## src/rtl/uart_tx_fifo.sv

```systemverilog
// Byte FIFO feeding an 8N1 UART transmitter. Console bytes arrive as single-cycle
// strobes at core rate and leave LSB-first on tx at CLKS_PER_BIT clocks per bit.
module uart_tx_fifo #(
  parameter int CLKS_PER_BIT = 2170,
  parameter int FIFO_DEPTH   = 16,
  parameter int CW           = $clog2(FIFO_DEPTH) + 1
) (
  input  logic          clk,
  input  logic          resetn,
  input  logic [7:0]    in_byte,
  input  logic          in_byte_en,
  input  logic          overflow_clr,
  output logic          tx,
  output logic          tx_busy,
  output logic [CW-1:0] fifo_count,
  output logic          fifo_full,
  output logic          overflow
);

  localparam int AW = $clog2(FIFO_DEPTH);
  localparam int BW = $clog2(CLKS_PER_BIT);
  localparam logic [BW-1:0] BAUD_LAST = BW'(CLKS_PER_BIT - 1);
  localparam logic [CW-1:0] DEPTH_C   = CW'(FIFO_DEPTH);

  typedef enum logic [1:0] {IDLE, START, DATA, STOP} state_t;

  state_t        state, state_d;
  logic [BW-1:0] baud_cnt, baud_d;
  logic [2:0]    bit_idx, bit_d;
  logic [7:0]    shift, shift_d;
  logic          tx_d;
  logic          busy_d;
  logic [7:0]    mem [FIFO_DEPTH];
  logic [AW-1:0] wr_ptr, rd_ptr;
  logic [CW-1:0] count_d;
  logic          pop, push, drop, baud_wrap;

  assign fifo_full = (fifo_count == DEPTH_C);
  assign pop       = (state == IDLE) && (fifo_count != '0);
  // A full FIFO still accepts a byte when the head leaves in the same cycle.
  assign push      = in_byte_en && (!fifo_full || pop);
  assign drop      = in_byte_en && !push;
  assign baud_wrap = (baud_cnt == BAUD_LAST);

  always_comb begin
    count_d = fifo_count;
    if (push && !pop)
      count_d = fifo_count + CW'(1);
    else if (pop && !push)
      count_d = fifo_count - CW'(1);
  end

  always_comb begin
    state_d = state;
    baud_d  = baud_cnt;
    bit_d   = bit_idx;
    shift_d = shift;
    case (state)
      IDLE: begin
        if (pop) begin
          state_d = START;
          baud_d  = '0;
          shift_d = mem[rd_ptr];
        end
      end
      START: begin
        if (baud_wrap) begin
          state_d = DATA;
          baud_d  = '0;
          bit_d   = '0;
        end else begin
          baud_d = baud_cnt + BW'(1);
        end
      end
      DATA: begin
        if (baud_wrap) begin
          baud_d  = '0;
          shift_d = {1'b0, shift[7:1]};
          if (bit_idx == 3'd7)
            state_d = STOP;
          else
            bit_d = bit_idx + 3'd1;
        end else begin
          baud_d = baud_cnt + BW'(1);
        end
      end
      STOP: begin
        if (baud_wrap) begin
          state_d = IDLE;
          baud_d  = '0;
        end else begin
          baud_d = baud_cnt + BW'(1);
        end
      end
      default: state_d = IDLE;
    endcase
  end

  // tx and tx_busy are decoded from the next state so they register in step with it.
  always_comb begin
    case (state_d)
      START:   tx_d = 1'b0;
      DATA:    tx_d = shift_d[0];
      default: tx_d = 1'b1;
    endcase
    busy_d = (state_d != IDLE) || (count_d != '0);
  end

  always_ff @(posedge clk or negedge resetn) begin
    if (!resetn) begin
      state      <= IDLE;
      baud_cnt   <= '0;
      bit_idx    <= '0;
      wr_ptr     <= '0;
      rd_ptr     <= '0;
      fifo_count <= '0;
      overflow   <= 1'b0;
      tx         <= 1'b1;
      tx_busy    <= 1'b0;
    end else begin
      state      <= state_d;
      baud_cnt   <= baud_d;
      bit_idx    <= bit_d;
      fifo_count <= count_d;
      tx         <= tx_d;
      tx_busy    <= busy_d;
      if (push)
        wr_ptr <= wr_ptr + AW'(1);
      if (pop)
        rd_ptr <= rd_ptr + AW'(1);
      if (drop)
        overflow <= 1'b1;
      else if (overflow_clr)
        overflow <= 1'b0;
    end
  end

  always_ff @(posedge clk) begin
    shift <= shift_d;
    if (push)
      mem[wr_ptr] <= in_byte;
  end

endmodule

```

## config.mk

```make
export PLATFORM = sky130hd
export DESIGN_NAME = uart_tx_fifo
export DESIGN_NICKNAME = d
export VERILOG_FILES = /design/src/rtl/uart_tx_fifo.sv
export SDC_FILE = /design/constraint.sdc
export NUM_CORES = 1
export LEC_CHECK = 0
export BUFFER_PORTS_ARGS = -buffer_cell sky130_fd_sc_hd__buf_2
export CAP_MARGIN = 15
export CELL_PAD_IN_SITES_DETAIL_PLACEMENT = 1
export CELL_PAD_IN_SITES_GLOBAL_PLACEMENT = 1
export CORE_MARGIN = 2
export CORE_UTILIZATION = 45
export CTS_BUF_LIST = sky130_fd_sc_hd__clkbuf_8
export CTS_CLUSTER_SIZE = 8
export DETAILED_ROUTE_END_ITERATION = 7
export PLACE_DENSITY = 0.75
export SLEW_MARGIN = 25
export SYNTH_ARGS = -nofsm -noshare
export SYNTH_HDL_FRONTEND = slang
export SYNTH_SLANG_ARGS = --single-unit
```

## constraint.sdc

```tcl
create_clock -name clk -period 4.35 [get_ports clk]
set_input_delay 0.87 -clock clk [delete_from_list [all_inputs] [get_ports clk]]
set_output_delay 0.87 -clock clk [all_outputs]
set_load 0.03 [all_outputs]
```

Word-level counts from Yosys, hierarchy flattened. Memory sizes are Yosys's and may differ from the RTL's. Index checks and enable logic that the tools add are counted.

Register bits after elaboration: 41. RAM bits: 128. Logic and storage cells: 73. Output and inout port bits: 9. Memories: 1. Input port bits: 12.

Add/sub/neg operators: 6. Equality and inequality tests: 12. Multiplexer cells: 23. Reduce and logical (&&, ||, !) cells: 20.

Memory list: mem (words 16, bits a word 8, read ports 1, clocked after Yosys merged registers in 0, write ports 1, RTL line 33) `logic [7:0] mem [FIFO_DEPTH];`.

Operator list (count): 12-bit 2-to-1 mux (2); 12-bit one-hot mux with 2 select lines (1); 8-bit 2-to-1 mux (2); 8-bit one-hot mux with 2 select lines (1); 12-bit by 1-bit adder with 12-bit output, second input constant (1); 12-bit equality test, second input constant (1); 2-bit 2-to-1 mux (5); 5-bit 2-to-1 mux (2); 5-bit nonzero test (2); 3-bit 2-to-1 mux (3); 4-bit by 1-bit adder with 4-bit output, second input constant (2); 2-bit != test, second input constant (4); 2-bit one-hot mux with 4 select lines (1); 2-bit nonzero test (4); 2-bit equality test, second input constant (3); 3-bit one-hot mux with 2 select lines (1); 5-bit by 1-bit adder with 5-bit output, second input constant (1); 5-bit equality test, second input constant (1); 1-bit logical AND (5); 5-bit by 1-bit subtractor with 5-bit output, second input constant (1); 2-bit by 1-bit equality test with 1-bit output, second input constant (2); 1-bit 2-to-1 mux (4); 4-bit AND reduction (1); 3-bit by 1-bit adder with 3-bit output, second input constant (1); other kinds (7) (10).

Depth between registers and ports, before layout. Gate-level depths: netlist of run 1.

Word-level depth: 10. Depth in mapped cells: 8. Gate-level depth less buffers: 7.

Least setup slack after synthesis of run 1. Ideal clock, no wire load.

Path type: flip-flop to flip-flop. Start point: register fifo_count[1]. End point: memory mem[0][0], enable pin. Slack: 1823 ps. Stages on the path, launching flop included: 6. Setup time: 395 ps. Period minus slack after synthesis: 2527 ps. Required time: 3955 ps. Path buffers: 0. Data arrival time: 2132 ps. Cells stage by stage: dfrtp_1 -> inv_1 -> ha_1 -> nand4bb_1 -> o21ai_0 -> nor4_1.

Cells in the longest elaborated chain, start to end: 6. Elaborated cells on any way between the ends: 8. Classes of those cells: eq/ne (1); mux (2); reduce/logical (5).

Ends and longest elaborated chain: start: declaration (RTL line 15) `output logic [CW-1:0] fifo_count,`; start signal: assignment (RTL line 124) `fifo_count <= count_d;`; 5-bit equality test or 5-bit nonzero test (tied branches) (RTL line 38, 39); 1-bit logical NOT or 1-bit logical AND (tied branches) (RTL line 41, 39); 1-bit logical OR * (RTL line 41) `assign push = in_byte_en && (!fifo_full || pop);`; 1-bit logical AND * (RTL line 41); 1-bit 2-to-1 mux * (RTL line 140) `if (push)`; 1-bit 2-to-1 mux (implied by the code) * (RTL line 141) `mem[wr_ptr] <= in_byte;`; end: declaration (RTL line 33).

Mark *: on every way between the ends. The rest lies on a longest branch, timed or not.

Worst setup path after layout of run 1.
Start point: register fifo_count[1]. End point: memory mem[8][3], enable pin.

Same word-level chain as after synthesis.

==> results.txt, run 1 <==
* Die extent in x: 130 µm
- The wire-length estimate of the detail-placed layout is 10300 µm.
- Across all register-to-register paths, the minimum setup slack is around 1.5 ns.
- For this block, the via count after detailed routing is 3830.
- The clock passes through at most 2 buffers.
- Count of hold-fix buffers inserted at cts: 0
- Before antenna repair, the detailed router went through 4 iterations.
- In this run the critical register-to-register path is captured at mem[8][3]$_DFFE_PP_.
- The largest single stage delay on the critical path is just over 0.6 ns.
- The worst register-to-register path begins at fifo_count[1]$_DFF_PN0_.
* Die height: 130 µm
* Cell types occupying the most area after synthesis: sky130_fd_sc_hd__edfxtp_1 57%, sky130_fd_sc_hd__dfrtp_1 11%, sky130_fd_sc_hd__mux4_2 11%
- Traced cell by cell, the critical path runs through inv_1, ha_1, nand4bb_1, o21ai_0, nor3b_1, and2_1.
- Summed over all cells, the static leakage comes to 2.69 nW.
- The die covers 17000 µm².
- Post-layout utilization of the core: around half
* Post-synth EDFFs: 135
* Min cycle time layout: 2.83 ns
- Share of synthesized registers carrying an async set or reset: 19.5%
- From synthesis to final layout, the design area changed by 10.1%.
* Most common cell after layout, fill and taps aside: sky130_fd_sc_hd__edfxtp_1
* Global-route wire length before repair: 23700 µm
- In this run the tightest slew margin relative to its limit is between 40% and 50%.
* Tightest Hold Check Type: primary input to async pin
* Highest ir drop seen on vdd: 0.279 mV
* Achievable frequency: 354 MHz
* Fraction of layout instances using a drive strength above 1: between 20% and 30%
- Most frequent cells in the layout: 135 x sky130_fd_sc_hd__edfxtp_1, 34 x sky130_fd_sc_hd__mux4_2, 30 x sky130_fd_sc_hd__dfrtp_1, 27 x sky130_fd_sc_hd__nand2_1, 27 x sky130_fd_sc_hd__o21ai_0
- Source of the critical timing path: fifo_count[1]$_DFF_PN0_
- Arrival time worst endpoint: 2.94 ns
- Buffers & Inverters on Critical Path: 1
- Internal power comes to 0.00248 W.
- Worst hold slack after final layout: 0.475 ns
- Combinational logic is responsible for 13.2% of the overall power.
- CTS resizes: 0
* Routed wire length: 14900 µm
- Setup repair after global routing left no endpoint under its margin.
- IO Pins: 21
* Clock latency of the later-clocked register in the worst-skew pair: 0.46 ns
* Area of the core: 15700 µm²
- Depth of the CTS H-tree: 4
- Filler Cell Count: 1508
- Counting buffers and inverters, the worst setup path is 6 cells deep.
* Category of the worst setup path launch point: register
- In the routed layout, each cell is associated on average with a via count of around 5.5.
- Post-synthesis register bit count: 169
* Sw power: 0.00106 W
- Routability-driven placement finished with a final weighted congestion of 0.781.
- Counting the buffers created by CTS gives 17.
- GRT Resource Usage Total: 19.5%
- Critical Path End Type: register
- Fraction of synthesized cell area taken by the top area cell type: a little under three fifths
* Share of power burned in the clock network: 29.7%
* Clock-pin slew on the worst setup and hold paths: about 0.1 ns
- Fraction of power spent switching nets: between 20% and 30%
* Kind of critical path: register to register
- Max-capacitance violation count: 0
- # clock sinks: 169
* Portion of the post-synthesis area used by sequential elements: 68.4%
- Setup violations remaining at the end of the flow were counted as 0.
- Share of power burned in registers: 57.1%
- Summed over all layers, the global routing overflow is 0.
- Final Cycle Share: 65.0%
- Synthesis warning total: 0
* Diode insertion count for antenna repair: 0
* Total power per unit cell area: ~450 nW/µm²
- Antenna violations before repair: 0
* Highest fanout seen on the critical path: 8
* Number of design-rule violations left by the first detailed-router iteration: 221
* Antenna-violating nets left: 0
- Summing every instance area after synthesis gives 7170 µm².
* Dominant delay contributor by cell family on the critical path: simple AND/OR/NAND/NOR gates
* Cell type with the largest total area after synthesis: sky130_fd_sc_hd__edfxtp_1
- Endpoint required time on the critical path: ~4.5 ns
- Initial cell density of the core: a little under half
- The slowest stage of the critical path belongs to the cell sky130_fd_sc_hd__nor3b_1.
- For the pin with the worst max-slew slack, the measured transition is approximately 0.8 ns.
- Prevailing post-synth register cell: sky130_fd_sc_hd__edfxtp_1
- Logic depth of the worst register-to-register path: 6
- The count of final max-slew check failures was 0.
- CTS placed an instance of sky130_fd_sc_hd__clkbuf_8 at the clock tree root.
- After detailed routing, the number of remaining DRC violations is 0.
- Status: finished, final reports clean
- CP endpoint: mem[8][3]$_DFFE_PP_
- In the final routed layout, each cell accounts on average for 21.6 µm.
- Avg Inst Size Synth: roughly 16 µm²
- Pin count of the biggest net entering global routing: 34
- Buffers placed on the I/O ports in this run total 20.
- Count of distinct cell types in the synthesized netlist: 55
* Post-route setup TNS: 0 ns
* Number of hold-slack violations in the final timing report: 0
- Number of nets in the layout: approximately 500
* Gate count of the mapped netlist: roughly 440
* Vias in the first global route: 4176
- Between clock sinks in the finished design, the worst skew comes to roughly 0.016 ns.
* Number of placement rows: 46
- Post-CTS setup buffers: 0
- CTS tree: done
- Syn Nets: 461
[worst min-delay path by stage]
stage / from / endpoint / slack, ns / cells past startpoint
2_1_floorplan: bit_idx[1]$_DFFE_PN0P_ / bit_idx[1]$_DFFE_PN0P_ / 0.47 / 2
6_report: resetn / baud_cnt[1]$_DFFE_PN0P_ / 0.47 / 1
3_5_place_dp: bit_idx[2]$_DFFE_PN0P_ / bit_idx[2]$_DFFE_PN0P_ / 0.51 / 2
5_1_grt: resetn / baud_cnt[1]$_DFFE_PN0P_ / 0.51 / 1
4_1_cts: resetn / baud_cnt[0]$_DFFE_PN0P_ / 0.47 / 1
3_3_place_gp: bit_idx[1]$_DFFE_PN0P_ / bit_idx[1]$_DFFE_PN0P_ / 0.49 / 2
[synth_stat cells, types with 5 or more instances]
cell type                  number
sky130_fd_sc_hd__nor3_1         6
sky130_fd_sc_hd__mux2i_1       15
sky130_fd_sc_hd__nand2_1       27
sky130_fd_sc_hd__mux4_2        34
sky130_fd_sc_hd__inv_1         15
sky130_fd_sc_hd__dfrtp_1       32
sky130_fd_sc_hd__edfxtp_1     135
sky130_fd_sc_hd__and2_1         6
sky130_fd_sc_hd__nor4_1         5
sky130_fd_sc_hd__a21o_1         6
sky130_fd_sc_hd__ha_1          11
sky130_fd_sc_hd__xnor2_1        7
sky130_fd_sc_hd__o22ai_1        7
sky130_fd_sc_hd__clkbuf_1       5
sky130_fd_sc_hd__xor2_1         6
sky130_fd_sc_hd__nor2_1        17
sky130_fd_sc_hd__buf_4          5
sky130_fd_sc_hd__nand4_1        7
sky130_fd_sc_hd__nand3_1        7
sky130_fd_sc_hd__o21ai_0       27
sky130_fd_sc_hd__buf_2          7
[metal layers]
metal  global-route usage (%)  wire (µm)  vias up
li1                         -          -     1750
met1                     24.7       6290     2004
met2                     33.0       7850       53
met3                     3.49        396       23
met4                     8.67        389        0
met5                        0          0        -
[cells by family after synthesis]
logic type,after synthesis,synth area share (%)
XOR/XNOR,13,1.59
buffers and inverters,37,2.43
multiplexers,50,12.9
flip-flops,169,68.4
adder cells (fa/ha/maj),11,1.92
AND/OR/NAND/NOR,98,7.44
AO/OA/AOI/OAI,60,5.31
[per-stage QoR]
step	setup slack (ns)	instances	power, W	cell area [µm²]
2_1_floorplan	1.82	438	0.00232	7170
3_3_place_gp	1.61	660	0.00248	7490
3_5_place_dp	1.35	660	0.00252	7490
4_1_cts	1.36	692	0.00357	7860
5_1_grt	1.32	692	0.00370	7890
6_report	1.52	692	0.00355	7890
[cell type report]
class | instances | area (µm²) | share of cell area (%)
Sequential cell | 169 | 4900 | 62.1
Multi-Input combinational cell | 232 | 2130 | 27.0
Tap cell | 216 | 270 | 3.42
Clock buffer | 17 | 234 | 2.96
Timing Repair Buffer | 28 | 160 | 2.03
Clock inverter | 15 | 140 | 1.78
Inverter | 15 | 56.3 | 0.713
[state kept, by name (all words and copies together) (netlist names)]
| register | cells |
|---|---|
| mem | 128 |
| overflow | 1 |
| shift | 8 |
| state | 2 |
| tx | 1 |
| bit_idx | 3 |
| rd_ptr | 4 |
| wr_ptr | 4 |
| baud_cnt | 12 |
| tx_busy | 1 |
| fifo_count | 5 |
[worst register-to-register path, cell delays in order, from the launching register on]
cell and delay (ns):
sky130_fd_sc_hd__dfrtp_1 0.49, sky130_fd_sc_hd__inv_1 0.10, sky130_fd_sc_hd__ha_1 0.23, sky130_fd_sc_hd__nand4bb_1 0.26, sky130_fd_sc_hd__o21ai_0 0.33, sky130_fd_sc_hd__nor3b_1 0.61, sky130_fd_sc_hd__and2_1 0.47
[power by group through the flow]
stage	Clock, W	Combinational (W)	Sequential (W)
after floorplan	0	0.000288	0.00204
after global placement	0	0.000440	0.00204
after detailed placement	0	0.000466	0.00205
after CTS	0.00108	0.000469	0.00202
after global routing	0.00114	0.000509	0.00204
final	0.00105	0.000470	0.00202
No activity file was read; power rests on OpenSTA's default activity.
==> inputs of run 2 (changes only) <==
--- a/config.mk
+++ b/config.mk
@@ -5,6 +5,7 @@
 export SDC_FILE = /design/constraint.sdc
 export NUM_CORES = 1
 export LEC_CHECK = 0
+export ABC_AREA = 1
 export BUFFER_PORTS_ARGS = -buffer_cell sky130_fd_sc_hd__buf_2
 export CAP_MARGIN = 15
 export CELL_PAD_IN_SITES_DETAIL_PLACEMENT = 1
@@ -14,7 +15,7 @@
 export CTS_BUF_LIST = sky130_fd_sc_hd__clkbuf_8
 export CTS_CLUSTER_SIZE = 8
 export DETAILED_ROUTE_END_ITERATION = 7
-export PLACE_DENSITY = 0.75
+export PLACE_DENSITY = 0.78
 export SLEW_MARGIN = 25
 export SYNTH_ARGS = -nofsm -noshare
 export SYNTH_HDL_FRONTEND = slang
==> constraint.sdc (replaced) <==
create_clock -name clk -period 2.7 [get_ports clk]
set_input_delay 0.54 -clock clk [delete_from_list [all_inputs] [get_ports clk]]
set_output_delay 0.54 -clock clk [all_outputs]
set_load 0.03 [all_outputs]
==> results.txt, run 2 <==
- The run finished with clean final reports.
- In the synthesized netlist, the cells that appear most often are 135 x sky130_fd_sc_hd__edfxtp_1, 105 x sky130_fd_sc_hd__nand2_1, 93 x sky130_fd_sc_hd__nor2_1.
* Fraction of layout instances using a drive strength above 1: 15.2% (-8.1 points)
- The number of global-route vias before repair was 5390 (+29%).
* Post-synthesis register bit count: 169 (unchanged)
* Number of buffers inserted by port buffering: 20 (unchanged)
- The all-layer global routing usage was 22.4% (+2.9 points).
- The path class of the tightest hold or removal check is primary input to async pin.
- Endpoint required time on the critical path: 2.81 ns (-1.65 ns)
* Gr ovfl total: 0 (unchanged)
- The ratio of final minimum period to clock period was 90.6% (+26 points).
- The worst-case vdd ir drop came to 0.537 mV (+93%).
- The final instance count without filler cells was 923 (+33%).
- Slew @ Worst Pin: 0.787 ns (-0.0334 ns)
- The share of synthesized registers carrying an async set or reset came to 19.5% (unchanged).
- Number of hold-slack violations in the final timing report: 0 (unchanged)
- The H-tree depth was 4 (unchanged).
- Total power per unit cell area: 972 nW/µm² (+120%)
- # clock sinks: 169 (unchanged)
- Most common cell after layout, fill and taps aside: sky130_fd_sc_hd__edfxtp_1
- The pin count of the biggest net entering global routing came to 42 (+24%).
- The mean instance size in the synthesized netlist was 11.3 µm² (-31%).
- The number of nets in the synthesized netlist came to 686 (+49%).
- The global placer's final weighted congestion is 0.868 (+11%).
- CTS tree: done
- The area share of the largest cell type after synthesis was 54.2% (-2.4 points).
- The insertion delay to the later sink of the worst-skew pair was 0.47 ns (about the same).
- The count of final max-slew check failures came to 0 (unchanged).
- Highest fanout seen on the critical path: 8 (unchanged)
* Clock-pin slew on the worst setup and hold paths: 0.09 ns (about the same)
* Cell leakage power: 3.06 nW (+14%)
- Portion of the post-synthesis area used by sequential elements: 65.5% (-2.9 points)
* Kind of critical path: register to register
* Die height: 133 µm (+2.1%)
- IO Pins: 21 (unchanged)
- Among all flip-flop cells after synthesis, the most frequent one is sky130_fd_sc_hd__edfxtp_1.
- The headroom to the max-slew limit was 47.5% (+2.2 points).
- The register with the most flip-flops in the final layout is mem.
- Category of the worst setup path launch point: register
- Post-Place Cells: 891 (+35%)
* Wire length per cell after detailed routing: 20.3 µm (-6.0%)
* Clock Skew: 0.0174 ns (+0.00160 ns)
- Share of power burned in registers: 43.5% (-14 points)
- The quantity of gates resized following cts is 0 (unchanged).
- The count of unique library cells instantiated by Yosys was 43 (-22%).
- The first-pass GRT wire length came to 29800 µm (+26%).
- Internal power of the cells: 0.00477 W (+92%)
- The number of design rule violations left after detail routing was 0 (unchanged).
- Synthesis warning total: 0 (unchanged)
- Area after detailed placement: 7760 µm² (+3.7%)
* Flip-flop count of the largest register after layout: 128 (unchanged)
- Arrival time worst endpoint: 2.56 ns (-0.38 ns)
* Number of design-rule violations left by the first detailed-router iteration: 484 (+120%)
- Max-capacitance violation count: 0 (unchanged)
- The remaining antenna violation count is 0 (unchanged).
* Vias per cell: 5.50 (-0.56%)
- The via count came to 5080 (+33%).
* Die area: 17700 µm² (+4.3%)
- Gate count of the mapped netlist: 663 (+51%)
- Regs by FF count: mem x128, baud_cnt x12, shift x8
- Post-layout utilization of the core: 49.6% (-0.58 points)
- Relative area change from synthesis to final layout: 8.83%
- Min cycle time layout: 2.45 ns (-0.379 ns)
- Unrepaired setup endpoints after global routing: false
- Number of setup violations in the final report: 0 (unchanged)
- The number of buffers added by the clock tree synthesis step is 17 (unchanged).
- The total standard cell area after synthesis is 7480 µm² (+4.4%).
- Critical Path End Type: register
- The die extent in x was 133 µm (+2.1%).
- Count of hold-fix buffers inserted at cts: 0 (unchanged)
* Antenna violations before repair: 0 (unchanged)
* Fraction of power spent switching nets: 39.7% (+9.7 points)
- Diode insertion count for antenna repair: 0 (unchanged)
- The root buffer cell chosen for the clock tree is sky130_fd_sc_hd__clkbuf_8.
- The starting density of the core is 45.6% (about the same).
* Share of power burned in the clock network: 22.1% (-7.6 points)
- The top cell types in the final layout, fill and taps aside, are 135 x sky130_fd_sc_hd__edfxtp_1, 105 x sky130_fd_sc_hd__nand2_1, 93 x sky130_fd_sc_hd__nor2_1, 61 x sky130_fd_sc_hd__o21ai_0, 46 x sky130_fd_sc_hd__inv_1.
* Achievable frequency: 409 MHz (+15%)
- Cell type with the largest total area after synthesis: sky130_fd_sc_hd__edfxtp_1
* Post-CTS setup buffers: 0 (unchanged)
* Number of nets in the layout: 713 (+47%)
* HPWL after detailed placement: 12600 µm (+22%)
- The number of core rows is 47 (+2.2%).
* Post-route setup TNS: 0 ns (unchanged)
* Post-route cell area: 8150 µm² (+3.2%)
- The standard cell core area came to 16400 µm² (+4.4%).
* Post-synth EDFFs: 135 (unchanged)
- The number of search-and-repair iterations in the first detailed-routing pass was 5 (+1).
- The share of power burned in combinational logic came to 34.4% (+21 points).
- Sw power: 0.00314 W (+200%)
- The routed wire length came to 18700 µm (+25%).
* Maximum buffer depth of the clock tree: 2 (unchanged)
* Cell types occupying the most area after synthesis: sky130_fd_sc_hd__edfxtp_1 54%, sky130_fd_sc_hd__dfrtp_1 11%, sky130_fd_sc_hd__nand2_1 5.3%
- Worst hold slack after final layout: 0.151 ns (-0.323 ns)
- The most common cell in the synthesized netlist is sky130_fd_sc_hd__edfxtp_1.
run 2: logic make-up after synthesis:
| family | share of synthesized area, % |
|---|---|
| AOI/OAI and AO/OA | 9.61 |
| xor gates and xnor gates | 1.74 |
| adders and majority gates | 1.84 |
| buffers and inverters | 5.48 |
| DFF | 65.5 |
| and+or+nand+nor | 15.8 |
run 2: area by class of cell:
| class | count | area, µm² |
|---|---|---|
| Fill cell | 1784 | 8260 |
| Sequential cell | 169 | 4900 |
| Multi-Input combinational cell | 413 | 2170 |
| Tap cell | 220 | 275 |
| Clock buffer | 19 | 262 |
| Inverter | 55 | 209 |
| Timing Repair Buffer | 34 | 205 |
| Clock inverter | 13 | 119 |
run 2: metal layers:
metal  global-route usage [%]  vias up  share of wire [%]
li1                         -     2342                  -
met1                     29.0     2571                 44
met2                     37.8      134                 50
met3                     4.48       33                4.3
met4                     7.47        0                1.9
met5                        0        -                  0
run 2: worst max-delay path: stages, from the launching register on:
cell	delay, ns
sky130_fd_sc_hd__dfrtp_1	0.45
sky130_fd_sc_hd__inv_1	0.09
sky130_fd_sc_hd__ha_1	0.25
sky130_fd_sc_hd__nand2_2	0.12
sky130_fd_sc_hd__nor2_4	0.05
sky130_fd_sc_hd__nand2_2	0.13
sky130_fd_sc_hd__o21ai_2	0.10
sky130_fd_sc_hd__inv_2	0.11
sky130_fd_sc_hd__nand2_1	0.19
sky130_fd_sc_hd__nor2_1	0.60
run 2: power by group through the flow:
stage               clock network (W)  registers (W)  logic [W]
global route                  0.00186        0.00348    0.00302
floorplan                           0        0.00348    0.00196
finish                        0.00175        0.00344    0.00273
detailed placement                  0        0.00350    0.00269
CTS                           0.00177        0.00344    0.00273
global placement                    0        0.00347    0.00256
run 2: metrics by stage:
stage / power, W / setup slack, ns
after detailed placement: 0.00619 / 0.279
final: 0.00791 / 0.253
after global routing: 0.00836 / 0.0961
after global placement: 0.00603 / 0.417
after CTS: 0.00794 / 0.268
after floorplan: 0.00545 / 0.430
run 2: path summary, 6_finish.rpt:
kind                                    startpoint                     end  slack [ns]  cells past startpoint
max                        fifo_count[0]$_DFF_PN0_     mem[9][3]$_DFFE_PP_        0.25                      9
min                                         resetn   rd_ptr[3]$_DFFE_PN0P_        0.15                      1
max reg2reg                fifo_count[0]$_DFF_PN0_     mem[9][3]$_DFFE_PP_        0.25                      9
min reg2reg                 bit_idx[0]$_DFFE_PN0P_  bit_idx[0]$_DFFE_PN0P_        0.50                      1
max in group asynchronous                   resetn   rd_ptr[0]$_DFFE_PN0P_        2.01                      1
min in group clk                      overflow_clr    overflow$_DFFE_PN0P_        0.27                      2
==> inputs of run 3 (changes only) <==
==> constraint.sdc (replaced) <==
create_clock -name clk -period 2.59 [get_ports clk]
set_input_delay 0.518 -clock clk [delete_from_list [all_inputs] [get_ports clk]]
set_output_delay 0.518 -clock clk [all_outputs]
set_load 0.03 [all_outputs]
==> results.txt, run 3 (synthesis results as in run 2) <==
- TritonCTS built the clock tree.
- Delay of the slowest cell on the worst path: 0.59 ns (about the same)
* # clock sinks: 169 (unchanged)
- The clock-pin transition on the worst setup and hold timing paths is 0.09 ns (about the same).
- The headroom to the max-slew limit was 46.3% (-1.2 points).
- The required time at the endpoint of the critical path is 2.68 ns (-0.13 ns).
- Final Cycle Share: 93.8% (+3.2 points)
* Most frequent CP cell: sky130_fd_sc_hd__nand2_2
* Arrival time worst endpoint: 2.52 ns (-0.04 ns)
* GRT Resource Usage Total: 22.0% (-0.34 points)
- Total power per unit cell area: 1010 nW/µm² (+4.1%)
- The count of final max-slew check failures was 0 (unchanged).
- The number of core rows is 47 (unchanged).
* Source of the critical timing path: fifo_count[0]$_DFF_PN0_
- Most frequent cells in the layout: 135 x sky130_fd_sc_hd__edfxtp_1, 105 x sky130_fd_sc_hd__nand2_1, 90 x sky130_fd_sc_hd__nor2_1, 61 x sky130_fd_sc_hd__o21ai_0, 44 x sky130_fd_sc_hd__inv_1
- Die extent in x: 133 µm (unchanged)
- Count of hold-fix buffers inserted at cts: 0 (unchanged)
- Regs by FF count: mem x128, baud_cnt x12, shift x8
- The worst-case vdd ir drop came to 0.635 mV (+18%).
* Achievable frequency: 412 MHz (+0.69%)
- The leakage power total came to 3.05 nW (-0.31%).
- Depth of the CTS H-tree: 4 (unchanged)
* Number of setup violations in the final report: 0 (unchanged)
- Antenna violations before repair: 0 (unchanged)
* Vias in the first global route: 5351 (-0.72%)
* Initial cell density of the core: 45.6% (unchanged)
- Unrepaired setup endpoints after global routing: true
- Pin count of the biggest net entering global routing: 67 (+60%)
- The number of antenna repair diodes was 0 (unchanged).
- The flow ran to the end, and the final reports show no timing, DRC or antenna violations.
* Clock latency of the later-clocked register in the worst-skew pair: 0.45 ns (-0.02 ns)
* Filler Cell Count: 1762 (-1.2%)
* Vias per cell: 5.54 (+0.60%)
- The number of nets in the final layout came to 712 (-0.14%).
- Clock Skew: 0.0120 ns (-0.00533 ns)
* Gr ovfl total: 0 (unchanged)
* IO Pins: 21 (unchanged)
- The area growth from synthesis to layout is 9.03%.
- R2R Path Start: fifo_count[0]$_DFF_PN0_
* Fraction of layout instances using a drive strength above 1: 15.5% (+0.31 points)
* Die area: 17700 µm² (unchanged)
* Maximum buffer depth of the clock tree: 2 (unchanged)
- The slowest stage of the critical path belongs to the cell sky130_fd_sc_hd__nor2_1.
- TritonRoute pass-1 iters: 5 (unchanged)
- The worst setup path is launched from a register.
- More flip-flops sit in one register than any other, and that register is mem.
- Final Worst Setup Slack: 0.160 ns (-0.0933 ns)
- The aggregate negative setup slack is 0 ns (unchanged).
* Number of hold-slack violations in the final timing report: 0 (unchanged)
- Number of design-rule violations left by the first detailed-router iteration: 487 (+0.62%)
* Routed wire length: 18500 µm (-1.0%)
- The sum of internal, switching and leakage power was 0.00825 W (+4.3%).
* Area of the core: 16400 µm² (unchanged)
- The vertical extent of the die came to 133 µm (unchanged).
- Global-route wire length before repair: 29600 µm (-0.78%)
* Final Wtd Congestion: 0.839 (-3.4%)
- The max-capacitance violation count came to 0 (unchanged).
* Most common cell after layout, fill and taps aside: sky130_fd_sc_hd__edfxtp_1
- The signal on the critical path passes through inv_1, ha_1, nand2_2, nor2_4, nand2_2, o21ai_2, inv_2, nand2_1, nor2_1.
- The largest driver fanout on the critical path is 8 (unchanged).
* CTS resizes: 0 (unchanged)
- Min cycle time layout: 2.43 ns (-0.0167 ns)
* DR vias: 5105 (+0.49%)
- Number of DRC violations after detailed routing: 0 (unchanged)
* Dpl ws: 0.0988 ns (-0.180 ns)
* Cell at the root of the clock tree: sky130_fd_sc_hd__clkbuf_8
* Number of buffers created by CTS: 17 (unchanged)
* Number of buffers inserted by port buffering: 20 (unchanged)
- STA classifies the critical path endpoint as a register.
* Flip-flop count of the largest register after layout: 128 (unchanged)
* HPWL after detailed placement: 12400 µm (-1.9%)
- Wire length per cell after detailed routing: 20.1 µm (-0.92%)
- Post-CTS setup buffers: 0 (unchanged)
- The transition time at the pin with the least slew margin is 0.806 ns (+0.0187 ns).
- Tightest Hold Check Type: primary input to async pin
* Kind of critical path: register to register
* Antenna-violating nets left: 0 (unchanged)
[run 3: layer usage]
metal | up-vias | GRT usage, % | wire length, µm
met2 | 160 | 35.7 | 9000
met3 | 29 | 3.30 | 938
li1 | 2342 | - | -
met4 | 0 | 8.24 | 420
met5 | - | 0 | 0
met1 | 2574 | 30.3 | 8150
[run 3: through the flow]
| stage | util [%] | instances | hold slack [ns] | cell area (µm²) |
|---|---|---|---|---|
| after global placement | 47.4 | 890 | 0.475 | 7770 |
| after detailed placement | 47.4 | 890 | 0.484 | 7770 |
| after global routing | 49.7 | 922 | 0.172 | 8160 |
| after CTS | 49.7 | 922 | 0.147 | 8150 |
| final | 49.7 | 922 | 0.143 | 8160 |
| after floorplan | - | 663 | 0.222 | 7480 |
[run 3: worst paths after layout]
| kind | to | slack (ns) | cells after the start |
|---|---|---|---|
| min in group clk | overflow$_DFFE_PN0P_ | 0.25 | 2 |
| worst min register to register | bit_idx[0]$_DFFE_PN0P_ | 0.50 | 1 |
| worst min-delay path | bit_idx[2]$_DFFE_PN0P_ | 0.14 | 1 |
| max in group asynchronous | rd_ptr[0]$_DFFE_PN0P_ | 1.88 | 1 |
| worst max register to register | mem[5][3]$_DFFE_PP_ | 0.16 | 9 |
| worst max-delay path | mem[5][3]$_DFFE_PP_ | 0.16 | 9 |
[run 3: worst max-delay path: cells and delay by family (launching register included)]
kind	cells	cell delay, ns
and+or+nand+nor	5	1.06
DFF	1	0.46
adders and majority gates	1	0.25
buffers and inverters	2	0.20
AOI/OAI and AO/OA	1	0.10
[run 3: report_power, final]
group / internal [W] / switching (W)
clock network: 0.000856 / 0.000974
logic: 0.000839 / 0.00196
registers: 0.00332 / 0.000297
[run 3: area by class of cell]
| class | instances | area [µm²] | area share [%] |
|---|---|---|---|
| Clock inverter | 15 | 149 | 1.82 |
| Sequential cell | 169 | 4900 | 60.1 |
| Tap cell | 220 | 275 | 3.37 |
| Clock buffer | 17 | 234 | 2.87 |
| Multi-Input combinational cell | 413 | 2180 | 26.7 |
| Inverter | 55 | 209 | 2.56 |
| Timing Repair Buffer | 33 | 210 | 2.58 |
